--- config.mk ---
export PLATFORM = sky130hd
export DESIGN_NAME = hazard_ctrl_flat
export DESIGN_NICKNAME = d
export VERILOG_FILES = /design/src/rtl/hazard_ctrl_if.sv /design/src/rtl/hazard_ctrl.sv /design/src/flat_wrapper.sv
export SDC_FILE = /design/constraint.sdc
export NUM_CORES = 1
export LEC_CHECK = 0
export ABC_AREA = 1
export CAP_MARGIN = 40
export CORE_UTILIZATION = 44
export CTS_CLUSTER_SIZE = 28
export DETAILED_ROUTE_END_ITERATION = 8
export DONT_BUFFER_PORTS = 1
export GPL_TIMING_DRIVEN = 0
export PLACE_DENSITY_LB_ADDON = 0.15
export SYNTH_ARGS = -nofsm -noshare
export SYNTH_HDL_FRONTEND = slang
export SYNTH_SLANG_ARGS = --single-unit
export TNS_END_PERCENT = 30
--- constraint.sdc ---
create_clock -name clk -period 2.7 [get_ports clk]
set_input_delay 0.81 -clock clk [delete_from_list [all_inputs] [get_ports clk]]
set_output_delay 0.81 -clock clk [all_outputs]
set_load 0.01 [all_outputs]
--- src/rtl/hazard_ctrl_if.sv ---
// Hazard controller signal bundle: ID/EX hazard sources, memory and interrupt
// status in; PC / IF/ID / ID/EX write and flush controls plus status out.
interface hazard_ctrl_if;
  logic [4:0]  IF_ID_Rs;
  logic [4:0]  IF_ID_Rt;
  logic        IF_ID_UsesRt;
  logic        ID_EX_MemRd;
  logic [4:0]  ID_EX_Rt;
  logic        EX_BranchTaken;
  logic        ID_Jump;
  logic        Mem_Busy;
  logic        IRQ_Req;
  logic        IRQ_Mask;
  logic        PC_Write;
  logic        IF_ID_Write;
  logic        IF_ID_Flush;
  logic        ID_EX_Hold;
  logic        ID_EX_Flush;
  logic        IRQ_Take;
  logic        Bus_Error;
  logic [15:0] Stall_Count;

  modport master (
    output IF_ID_Rs, IF_ID_Rt, IF_ID_UsesRt, ID_EX_MemRd, ID_EX_Rt,
           EX_BranchTaken, ID_Jump, Mem_Busy, IRQ_Req, IRQ_Mask,
    input  PC_Write, IF_ID_Write, IF_ID_Flush, ID_EX_Hold, ID_EX_Flush,
           IRQ_Take, Bus_Error, Stall_Count
  );

  modport slave (
    input  IF_ID_Rs, IF_ID_Rt, IF_ID_UsesRt, ID_EX_MemRd, ID_EX_Rt,
           EX_BranchTaken, ID_Jump, Mem_Busy, IRQ_Req, IRQ_Mask,
    output PC_Write, IF_ID_Write, IF_ID_Flush, ID_EX_Hold, ID_EX_Flush,
           IRQ_Take, Bus_Error, Stall_Count
  );
endinterface

--- src/rtl/hazard_ctrl.sv ---
// Pipeline sequencing controller: Mealy decode of load-use, branch, jump,
// interrupt and memory-wait events into PC / IF/ID / ID/EX load/hold/flush.
module hazard_ctrl #(
  parameter int MEM_TIMEOUT      = 64,
  parameter int IRQ_FLUSH_CYCLES = 2
) (
  input logic          clk,
  input logic          reset,
  hazard_ctrl_if.slave hz
);
  localparam int WW = $clog2(MEM_TIMEOUT + 1);
  localparam int EW = $clog2(IRQ_FLUSH_CYCLES + 1);
  localparam logic [WW-1:0] WAIT_LIMIT  = WW'(MEM_TIMEOUT);
  localparam logic [EW-1:0] ENTRY_LIMIT = EW'(IRQ_FLUSH_CYCLES);

  typedef enum logic [1:0] {RUN, MEM_WAIT, IRQ_ENTRY} state_t;

  typedef struct packed {
    logic pc_write;
    logic ifid_write;
    logic ifid_flush;
    logic idex_hold;
    logic idex_flush;
    logic irq_take;
  } ctl_t;

  localparam ctl_t CTL_DEFAULT = '{1'b1, 1'b1, 1'b0, 1'b0, 1'b0, 1'b0};
  localparam ctl_t CTL_HOLD    = '{1'b0, 1'b0, 1'b0, 1'b1, 1'b0, 1'b0};
  localparam ctl_t CTL_FLUSH   = '{1'b1, 1'b0, 1'b1, 1'b0, 1'b1, 1'b0};
  localparam ctl_t CTL_IRQ     = '{1'b1, 1'b0, 1'b1, 1'b0, 1'b1, 1'b1};
  localparam ctl_t CTL_BUBBLE  = '{1'b0, 1'b0, 1'b0, 1'b0, 1'b1, 1'b0};
  localparam ctl_t CTL_JUMP    = '{1'b1, 1'b0, 1'b1, 1'b0, 1'b0, 1'b0};
  localparam ctl_t CTL_RESET   = '{1'b0, 1'b0, 1'b1, 1'b0, 1'b1, 1'b0};

  state_t        state;
  logic [WW-1:0] wait_cnt;
  logic [WW-1:0] wait_next;
  logic [EW-1:0] entry_cnt;
  logic          bus_error;
  logic [15:0]   stall_count;
  logic          load_use;
  logic          mem_hold;
  logic          irq_ok;
  ctl_t          run_ctl;
  ctl_t          ctl;

  assign load_use = hz.ID_EX_MemRd && (hz.ID_EX_Rt != 5'd0) &&
                    ((hz.ID_EX_Rt == hz.IF_ID_Rs) ||
                     (hz.IF_ID_UsesRt && (hz.ID_EX_Rt == hz.IF_ID_Rt)));
  // The cycle after a timeout releases the pipeline even if Mem_Busy is stuck.
  assign mem_hold  = hz.Mem_Busy && !bus_error;
  assign irq_ok    = hz.IRQ_Req && !hz.IRQ_Mask;
  assign wait_next = wait_cnt + WW'(1);

  always_comb begin
    if (mem_hold)               run_ctl = CTL_HOLD;
    else if (hz.EX_BranchTaken) run_ctl = CTL_FLUSH;
    else if (irq_ok)            run_ctl = CTL_IRQ;
    else if (load_use)          run_ctl = CTL_BUBBLE;
    else if (hz.ID_Jump)        run_ctl = CTL_JUMP;
    else                        run_ctl = CTL_DEFAULT;
  end

  always_comb begin
    ctl = run_ctl;
    if (reset) begin
      ctl = CTL_RESET;
    end else begin
      case (state)
        MEM_WAIT:  if (hz.Mem_Busy) ctl = CTL_HOLD;
        IRQ_ENTRY: ctl = hz.Mem_Busy ? CTL_HOLD : CTL_FLUSH;
        default:   ctl = run_ctl;
      endcase
    end
  end

  assign hz.PC_Write    = ctl.pc_write;
  assign hz.IF_ID_Write = ctl.ifid_write;
  assign hz.IF_ID_Flush = ctl.ifid_flush;
  assign hz.ID_EX_Hold  = ctl.idex_hold;
  assign hz.ID_EX_Flush = ctl.idex_flush;
  assign hz.IRQ_Take    = ctl.irq_take;
  assign hz.Bus_Error   = bus_error;
  assign hz.Stall_Count = stall_count;

  // MEM_WAIT without Mem_Busy falls through to the RUN rules in the same cycle.
  always_ff @(posedge clk) begin
    if (reset) begin
      state       <= RUN;
      wait_cnt    <= '0;
      entry_cnt   <= '0;
      bus_error   <= 1'b0;
      stall_count <= 16'd0;
    end else begin
      bus_error <= 1'b0;
      if (!ctl.pc_write && (stall_count != 16'hFFFF))
        stall_count <= stall_count + 16'd1;
      case (state)
        IRQ_ENTRY: begin
          if (!hz.Mem_Busy) begin
            if ((entry_cnt + EW'(1)) >= ENTRY_LIMIT) begin
              state     <= RUN;
              entry_cnt <= '0;
            end else begin
              entry_cnt <= entry_cnt + EW'(1);
            end
          end
        end
        default: begin
          if (mem_hold) begin
            if (wait_next >= WAIT_LIMIT) begin
              bus_error <= 1'b1;
              state     <= RUN;
              wait_cnt  <= '0;
            end else begin
              state    <= MEM_WAIT;
              wait_cnt <= wait_next;
            end
          end else begin
            wait_cnt <= '0;
            if (!hz.EX_BranchTaken && irq_ok && (IRQ_FLUSH_CYCLES > 1)) begin
              state     <= IRQ_ENTRY;
              entry_cnt <= EW'(1);
            end else begin
              state <= RUN;
            end
          end
        end
      endcase
    end
  end
endmodule

--- src/flat_wrapper.sv ---
// flat-port wrapper written by rule: the top's interface ports become plain ports
module hazard_ctrl_flat 
#(
  parameter int MEM_TIMEOUT      = 64,
  parameter int IRQ_FLUSH_CYCLES = 2
)
  (clk, reset, hz_IF_ID_Rs, hz_IF_ID_Rt, hz_IF_ID_UsesRt, hz_ID_EX_MemRd, hz_ID_EX_Rt, hz_EX_BranchTaken, hz_ID_Jump, hz_Mem_Busy, hz_IRQ_Req, hz_IRQ_Mask, hz_PC_Write, hz_IF_ID_Write, hz_IF_ID_Flush, hz_ID_EX_Hold, hz_ID_EX_Flush, hz_IRQ_Take, hz_Bus_Error, hz_Stall_Count);
  hazard_ctrl_if hz_i ();
  input logic clk;
  input logic reset;
  input wire logic [$bits(hz_i.IF_ID_Rs)-1:0] hz_IF_ID_Rs;
  input wire logic [$bits(hz_i.IF_ID_Rt)-1:0] hz_IF_ID_Rt;
  input wire logic [$bits(hz_i.IF_ID_UsesRt)-1:0] hz_IF_ID_UsesRt;
  input wire logic [$bits(hz_i.ID_EX_MemRd)-1:0] hz_ID_EX_MemRd;
  input wire logic [$bits(hz_i.ID_EX_Rt)-1:0] hz_ID_EX_Rt;
  input wire logic [$bits(hz_i.EX_BranchTaken)-1:0] hz_EX_BranchTaken;
  input wire logic [$bits(hz_i.ID_Jump)-1:0] hz_ID_Jump;
  input wire logic [$bits(hz_i.Mem_Busy)-1:0] hz_Mem_Busy;
  input wire logic [$bits(hz_i.IRQ_Req)-1:0] hz_IRQ_Req;
  input wire logic [$bits(hz_i.IRQ_Mask)-1:0] hz_IRQ_Mask;
  output wire logic [$bits(hz_i.PC_Write)-1:0] hz_PC_Write;
  output wire logic [$bits(hz_i.IF_ID_Write)-1:0] hz_IF_ID_Write;
  output wire logic [$bits(hz_i.IF_ID_Flush)-1:0] hz_IF_ID_Flush;
  output wire logic [$bits(hz_i.ID_EX_Hold)-1:0] hz_ID_EX_Hold;
  output wire logic [$bits(hz_i.ID_EX_Flush)-1:0] hz_ID_EX_Flush;
  output wire logic [$bits(hz_i.IRQ_Take)-1:0] hz_IRQ_Take;
  output wire logic [$bits(hz_i.Bus_Error)-1:0] hz_Bus_Error;
  output wire logic [$bits(hz_i.Stall_Count)-1:0] hz_Stall_Count;
  assign hz_i.IF_ID_Rs = hz_IF_ID_Rs;
  assign hz_i.IF_ID_Rt = hz_IF_ID_Rt;
  assign hz_i.IF_ID_UsesRt = hz_IF_ID_UsesRt;
  assign hz_i.ID_EX_MemRd = hz_ID_EX_MemRd;
  assign hz_i.ID_EX_Rt = hz_ID_EX_Rt;
  assign hz_i.EX_BranchTaken = hz_EX_BranchTaken;
  assign hz_i.ID_Jump = hz_ID_Jump;
  assign hz_i.Mem_Busy = hz_Mem_Busy;
  assign hz_i.IRQ_Req = hz_IRQ_Req;
  assign hz_i.IRQ_Mask = hz_IRQ_Mask;
  assign hz_PC_Write = hz_i.PC_Write;
  assign hz_IF_ID_Write = hz_i.IF_ID_Write;
  assign hz_IF_ID_Flush = hz_i.IF_ID_Flush;
  assign hz_ID_EX_Hold = hz_i.ID_EX_Hold;
  assign hz_ID_EX_Flush = hz_i.ID_EX_Flush;
  assign hz_IRQ_Take = hz_i.IRQ_Take;
  assign hz_Bus_Error = hz_i.Bus_Error;
  assign hz_Stall_Count = hz_i.Stall_Count;
  hazard_ctrl #(.MEM_TIMEOUT(MEM_TIMEOUT), .IRQ_FLUSH_CYCLES(IRQ_FLUSH_CYCLES)) u_core (.clk(clk), .reset(reset), .hz(hz_i));
endmodule
* After elaboration in Yosys (flattened, before gate mapping)
Cells that the tools add are included.
** Cells by class
- Mux-type cells :: 23
- Add/subtract/negate cells :: 3
- $lt $le $gt $ge :: 2
- Equal/unequal tests :: 8
- Reductions and logical operators :: 17
- Bitwise gates (word level) :: 1
** Operators with widths (number)
- 6-bit 2-to-1 mux :: 7
- 2-bit 2-to-1 mux :: 10
- 16-bit by 1-bit adder with 16-bit output, second input constant :: 1
- 16-bit inequality test, second input constant :: 1
- 7-bit 2-to-1 mux :: 2
- 6-bit one-hot mux with 2 select lines :: 1
- 5-bit == test :: 2
- 7-bit by 1-bit adder with 7-bit output, second input constant :: 1
- 7-bit greater-or-equal comparator, second input constant :: 1
- 1-bit logical AND :: 7
- 5-bit 2-to-1 mux :: 1
- 5-bit nonzero test :: 1
- 1-bit zero test :: 4
- 2-bit inequality test, second input constant :: 2
- 3-bit AND reduction :: 1
- 3-bit OR reduction :: 1
- 2-bit by 1-bit adder with 2-bit output, second input constant :: 1
- 2-bit by 1-bit == test with 1-bit output, second input constant :: 1
- 2-bit == test, second input constant :: 1
- 2-bit greater-or-equal comparator, second input constant :: 1
- 1-bit 2-to-1 mux :: 2
- 2-bit by 1-bit inequality test with 1-bit output, second input constant :: 1
- 2-bit AND reduction :: 1
- 2-bit nonzero test :: 1
- 2 further kinds :: 2
** Word-level totals
- Register bits :: 28
- Logic and storage cells :: 59
- Output and inout port bits :: 23
- Bits of input ports :: 24

* Logic depth before layout (Yosys ltp)
Gate-level depths: netlist of run 1.
- Depth in word-level cells :: 13
- Mapped depth :: 14

* Worst setup path before layout of run 1
Ideal clock, no wire load.
- Path kind :: input-to-output
- Start :: input hz_ID_EX_Rt[0]
- End :: output hz_PC_Write
- Stages :: 10
- Data required time :: 1.890 ns
- Path buffers :: 1
- Arrival :: 1.651 ns
- Slack :: 0.239 ns
- Cell sequence :: inv_2 nand4_1 o21ai_0 inv_1 nand3_2 nand2_2 nand2_4 nand2_8 buf_12 inv_1
** On the way
- Word-level cells in the longest chain between the ends :: 11
** Ends and longest elaborated chain
- start, declared :: RTL line flat_wrapper.sv:15 : input wire logic [$bits(hz_i.ID_EX_Rt)-1:0] hz_ID_EX_Rt;
- 5-bit == test :: RTL line hazard_ctrl.sv:49 : (hz.IF_ID_UsesRt && (hz.ID_EX_Rt == hz.IF_ID_Rt)));
- 1-bit logical AND :: RTL line hazard_ctrl.sv:49
- 1-bit logical OR :: RTL line hazard_ctrl.sv:48 : ((hz.ID_EX_Rt == hz.IF_ID_Rs) ||
- 1-bit logical AND (*) :: RTL line hazard_ctrl.sv:47 : assign load_use = hz.ID_EX_MemRd && (hz.ID_EX_Rt != 5'd0) &&
- 6-bit 2-to-1 mux (*) :: RTL line hazard_ctrl.sv:59 : else if (load_use) run_ctl = CTL_BUBBLE;
- 6-bit 2-to-1 mux (*) :: RTL line hazard_ctrl.sv:58 : else if (irq_ok) run_ctl = CTL_IRQ;
- 6-bit 2-to-1 mux (*) :: RTL line hazard_ctrl.sv:57 : else if (hz.EX_BranchTaken) run_ctl = CTL_FLUSH;
- 6-bit 2-to-1 mux (*) :: RTL line hazard_ctrl.sv:56 : if (mem_hold) run_ctl = CTL_HOLD;
- 6-bit 2-to-1 mux :: RTL line hazard_ctrl.sv:70 : MEM_WAIT: if (hz.Mem_Busy) ctl = CTL_HOLD;
- 6-bit one-hot mux with 2 select lines (*) :: RTL line hazard_ctrl.sv:69 : case (state)
- 6-bit 2-to-1 mux (*) :: RTL line hazard_ctrl.sv:66 : if (reset) begin
- end, declared :: RTL line flat_wrapper.sv:21 : output wire logic [$bits(hz_i.PC_Write)-1:0] hz_PC_Write;
Mark *: on every way between the ends. The rest lies on a longest branch, timed or not.

* Worst setup path in the final report of run 1
- Start :: register u_core.state[0]
- End :: output hz_IF_ID_Write
** On the way
- Word-level cells in the longest chain between the ends :: 3
** Ends and longest elaborated chain
- start, declared :: RTL line hazard_ctrl.sv:35 : state_t state;
- start signal, assigned :: RTL line hazard_ctrl.sv:89 : state <= RUN;
- start signal, assigned :: RTL line hazard_ctrl.sv:102 : state <= RUN;
- start signal, assigned :: RTL line hazard_ctrl.sv:113 : state <= RUN;
- 2-bit == test or 2-bit by 1-bit == test with 1-bit output (tied branches) :: RTL line hazard_ctrl.sv:69
- 6-bit one-hot mux with 2 select lines (*) :: RTL line hazard_ctrl.sv:69
- 6-bit 2-to-1 mux (*) :: RTL line hazard_ctrl.sv:66
- end, declared :: RTL line flat_wrapper.sv:22 : output wire logic [$bits(hz_i.IF_ID_Write)-1:0] hz_IF_ID_Write;
Marks and branches as above.

==> impl_metrics.csv, run 1 <==
group,metric,value,unit
finish,antenna_cells,0,
finish,mostFrequentLayoutCell,"nand2_1",
timing,post-route-period-util,0.9598,
synth,synth.area.mux_share,0,
global_routing,grt_pass1_vias,1536,
clock_tree,clkLatencyLatePin,280,ps
critical_path,worstSetupPathType,"reg2out",
timing,min_period,2591,ps
synth,synth_nets,308,
synth,netlist_area,1964,um^2
global_routing,grt_max_degree,16,
timing,fmaxAchievable,385.9,MHz
floorplan,die_h,68.82,um
global_routing,grt-ovfl-total,0,
routing,drt_iter0_markers,59,
critical_path,startpoint_type,"flop",
clock_tree,clockBufferDepth,2,
timing,rsz0062_at_grt,"true",
synth,synth_top_family_by_area,"simple AND/OR/NAND/NOR gates",
routing,viasPerCell,5.033,
finish,drive_gt1_frac,0.1873,
global_routing,grtUsageTotal,0.1839,
placed_design,hpwl,3089,um
synth,synth_fa_ha_area_frac,0.03185,
routing,dr.pass1.iters,4,
power,ir_worst_vdd,0.2159,mV
clock_tree,cts.clk_slew.worst_paths,100,ps
placed_design,gp_congestion,0.8267,
critical_path,critPathCaptureType,"output pin",
synth,synth_xor_area_frac,0.08471,
floorplan,die_x,68.82,um
floorplan,start_util,0.4740,
finish,multi_input_area,1195,um^2
critical_path,cp.arrival,1780,ps
routing,vias,1676,
synth,ys_warn_count,0,
clock_tree,cts-root-buf,"clkbuf_8",
clock_tree,cts_sinks,28,
synth,yosys.area_share.simple,0.3860,
critical_path,cp_data_required_time,1890,ps
timing,report.final.hold_viol_count,0,
floorplan,fp.coreArea,4144,um^2
routing,ant_nets,0,
finish,areaGrowthSynthToFinish,5.414,%
synth,synth_compound_area_frac,0.1057,
global_routing,antenna_found_initial,0,
timing,slew_violations,0,
finish,nNetsFinal,313,
timing,finalSetupViolCount,0,
floorplan,design.die.area,4736,um^2
clock_tree,cts_hold_buf,0,
timing,holdWs,473.4,ps
synth,yosysUniqueCellTypes,30,
power,p_leak,0.8453,nW
routing,drc,0,
finish,register_area,561.8,um^2
routing,post_drt_wl_per_cell,11.89,um
synth,seq_area_frac_synth,0.2854,
placed_design,portBuffers,0,
timing,tns,0,ps
critical_path,path_max_fanout,3,
timing,worst_slew_pin_slew,682.8,ps
clock_tree,cts_tree,"yes",
clock_tree,numCtsBuffers,3,
floorplan,rows,23,
timing,slew_headroom,0.5448,
floorplan,ios,47,
finish,final_cell_mix,"63 x nand2_1, 31 x inv_1, 27 x dfxtp_1, 26 x nor2_1, 22 x nand3_1",
global_routing,grt_pass1_wl,6617,um
hold_path,hold_class,"reg2reg",
flow_run,maxCapViolations,0,
routing,wl,3959,um
run_status,status,"finished clean",
synth,ys_ff_latch,28,
synth,avgSynthCellArea,7.041,um^2
timing,finClkSkew,7.574,ps
finish,fillers,446,
clock_tree,htreeDepth,1,
synth,synth_cells,279,
power,pwr_density_cell,393.2,nW/um^2
worst max-delay path: stages, from the launching register on:
cell and delay [ps]:
dfxtp_2 350, inv_1 40, ha_1 280, inv_2 50, nor2_1 160, a21oi_2 70
buf_4 130, nor4_1 430
kinds of logic after synthesis:
| logic type | count (synthesis) |
|---|---|
| XOR/XNOR | 19 |
| buffers and inverters | 46 |
| AND/OR/NAND/NOR | 149 |
| AO/OA/AOI/OAI | 32 |
| adder cells (fa/ha/maj) | 5 |
| flip-flops | 28 |
final timing paths:
path	end	cells after the start	slack (ps)	from
max reg2reg	u_core.hz.Stall_Count[13]	13	850	u_core.state[0]
max	hz_IF_ID_Write	7	110	u_core.state[0]
min reg2reg	u_core.entry_cnt[1]	2	470	u_core.entry_cnt[1]
min	u_core.entry_cnt[1]	2	470	u_core.entry_cnt[1]
Yosys cell counts (all sizes together):
master | n | share of area
ha | 5 | 0.032
a21oi | 22 | 0.077
buf | 3 | 0.024
dfxtp | 28 | 0.29
xor2 | 12 | 0.054
o22ai | 1 | 0.0032
o21a | 1 | 0.0038
o21ai | 7 | 0.018
nor4 | 3 | 0.013
and3 | 1 | 0.0032
clkbuf | 3 | 0.0057
nor2 | 29 | 0.062
a211oi | 1 | 0.0038
nand4 | 5 | 0.024
nand3 | 31 | 0.10
nand2 | 74 | 0.17
nor3 | 6 | 0.015
inv | 40 | 0.076
xnor2 | 7 | 0.031
registers in the layout (all words and copies together) (netlist names):
name                   cells
u_core.state               2
u_core.hz.Stall_Count     16
u_core.entry_cnt           2
u_core.wait_cnt            7
u_core.hz.Bus_Error        1
power by group:
group / switching (mW) / internal, mW / total [mW] / leakage (nW)
sequential: 0.0120 / 0.421 / 0.433 / 0.227
clock: 0.137 / 0.131 / 0.267 / 0.0288
combinational: 0.0717 / 0.0419 / 0.114 / 0.589
stage by stage:
stage	util	cell area [um^2]	cells	worst slack (ps)	total power [mW]
floorplan	-	1964	279	239.3	0.5402
finish	0.4997	2071	333	108.6	0.8142
CTS	0.5024	2082	333	19.10	0.8252
detailed placement	0.4891	2027	329	77.40	0.5601
global placement	0.4891	2027	329	83.20	0.5590
global route	0.4997	2071	333	-18.49	0.8578
final cells by class:
| type | instances | share of cell area |
|---|---|---|
| multi-input combinational | 205 | 0.5770 |
| sequential | 28 | 0.2713 |
| clock buffer | 4 | 0.02659 |
| buffer | 5 | 0.01873 |
| tap | 50 | 0.03021 |
| inverter | 40 | 0.07251 |
| timing repair buffer | 1 | 0.003625 |
timing repair:
item | in CTS | in global routing
gates resized for setup | 0 | 3
buffers inserted | 0 | 1
endpoints found under the setup margin | 0 | 2
hold endpoints to repair | 0 | 0
routing by layer:
layer | track usage | share of wire | vias to the layer above
met2 | 0.3015 | 0.45 | 37
met3 | 0.03618 | 0.053 | 2
met1 | 0.2463 | 0.49 | 736
li1 | - | - | 901
met5 | 0 | 0 | -
met4 | 0.04592 | 0.0068 | 0
Note: power is estimated with default switching activity, not from simulation.
==> inputs of run 2 (changes only) <==
Settings changed: CAP_MARGIN 40 to default.
==> results of run 2 <==
Final layout, timing and power as in run 1 (identical DEF).
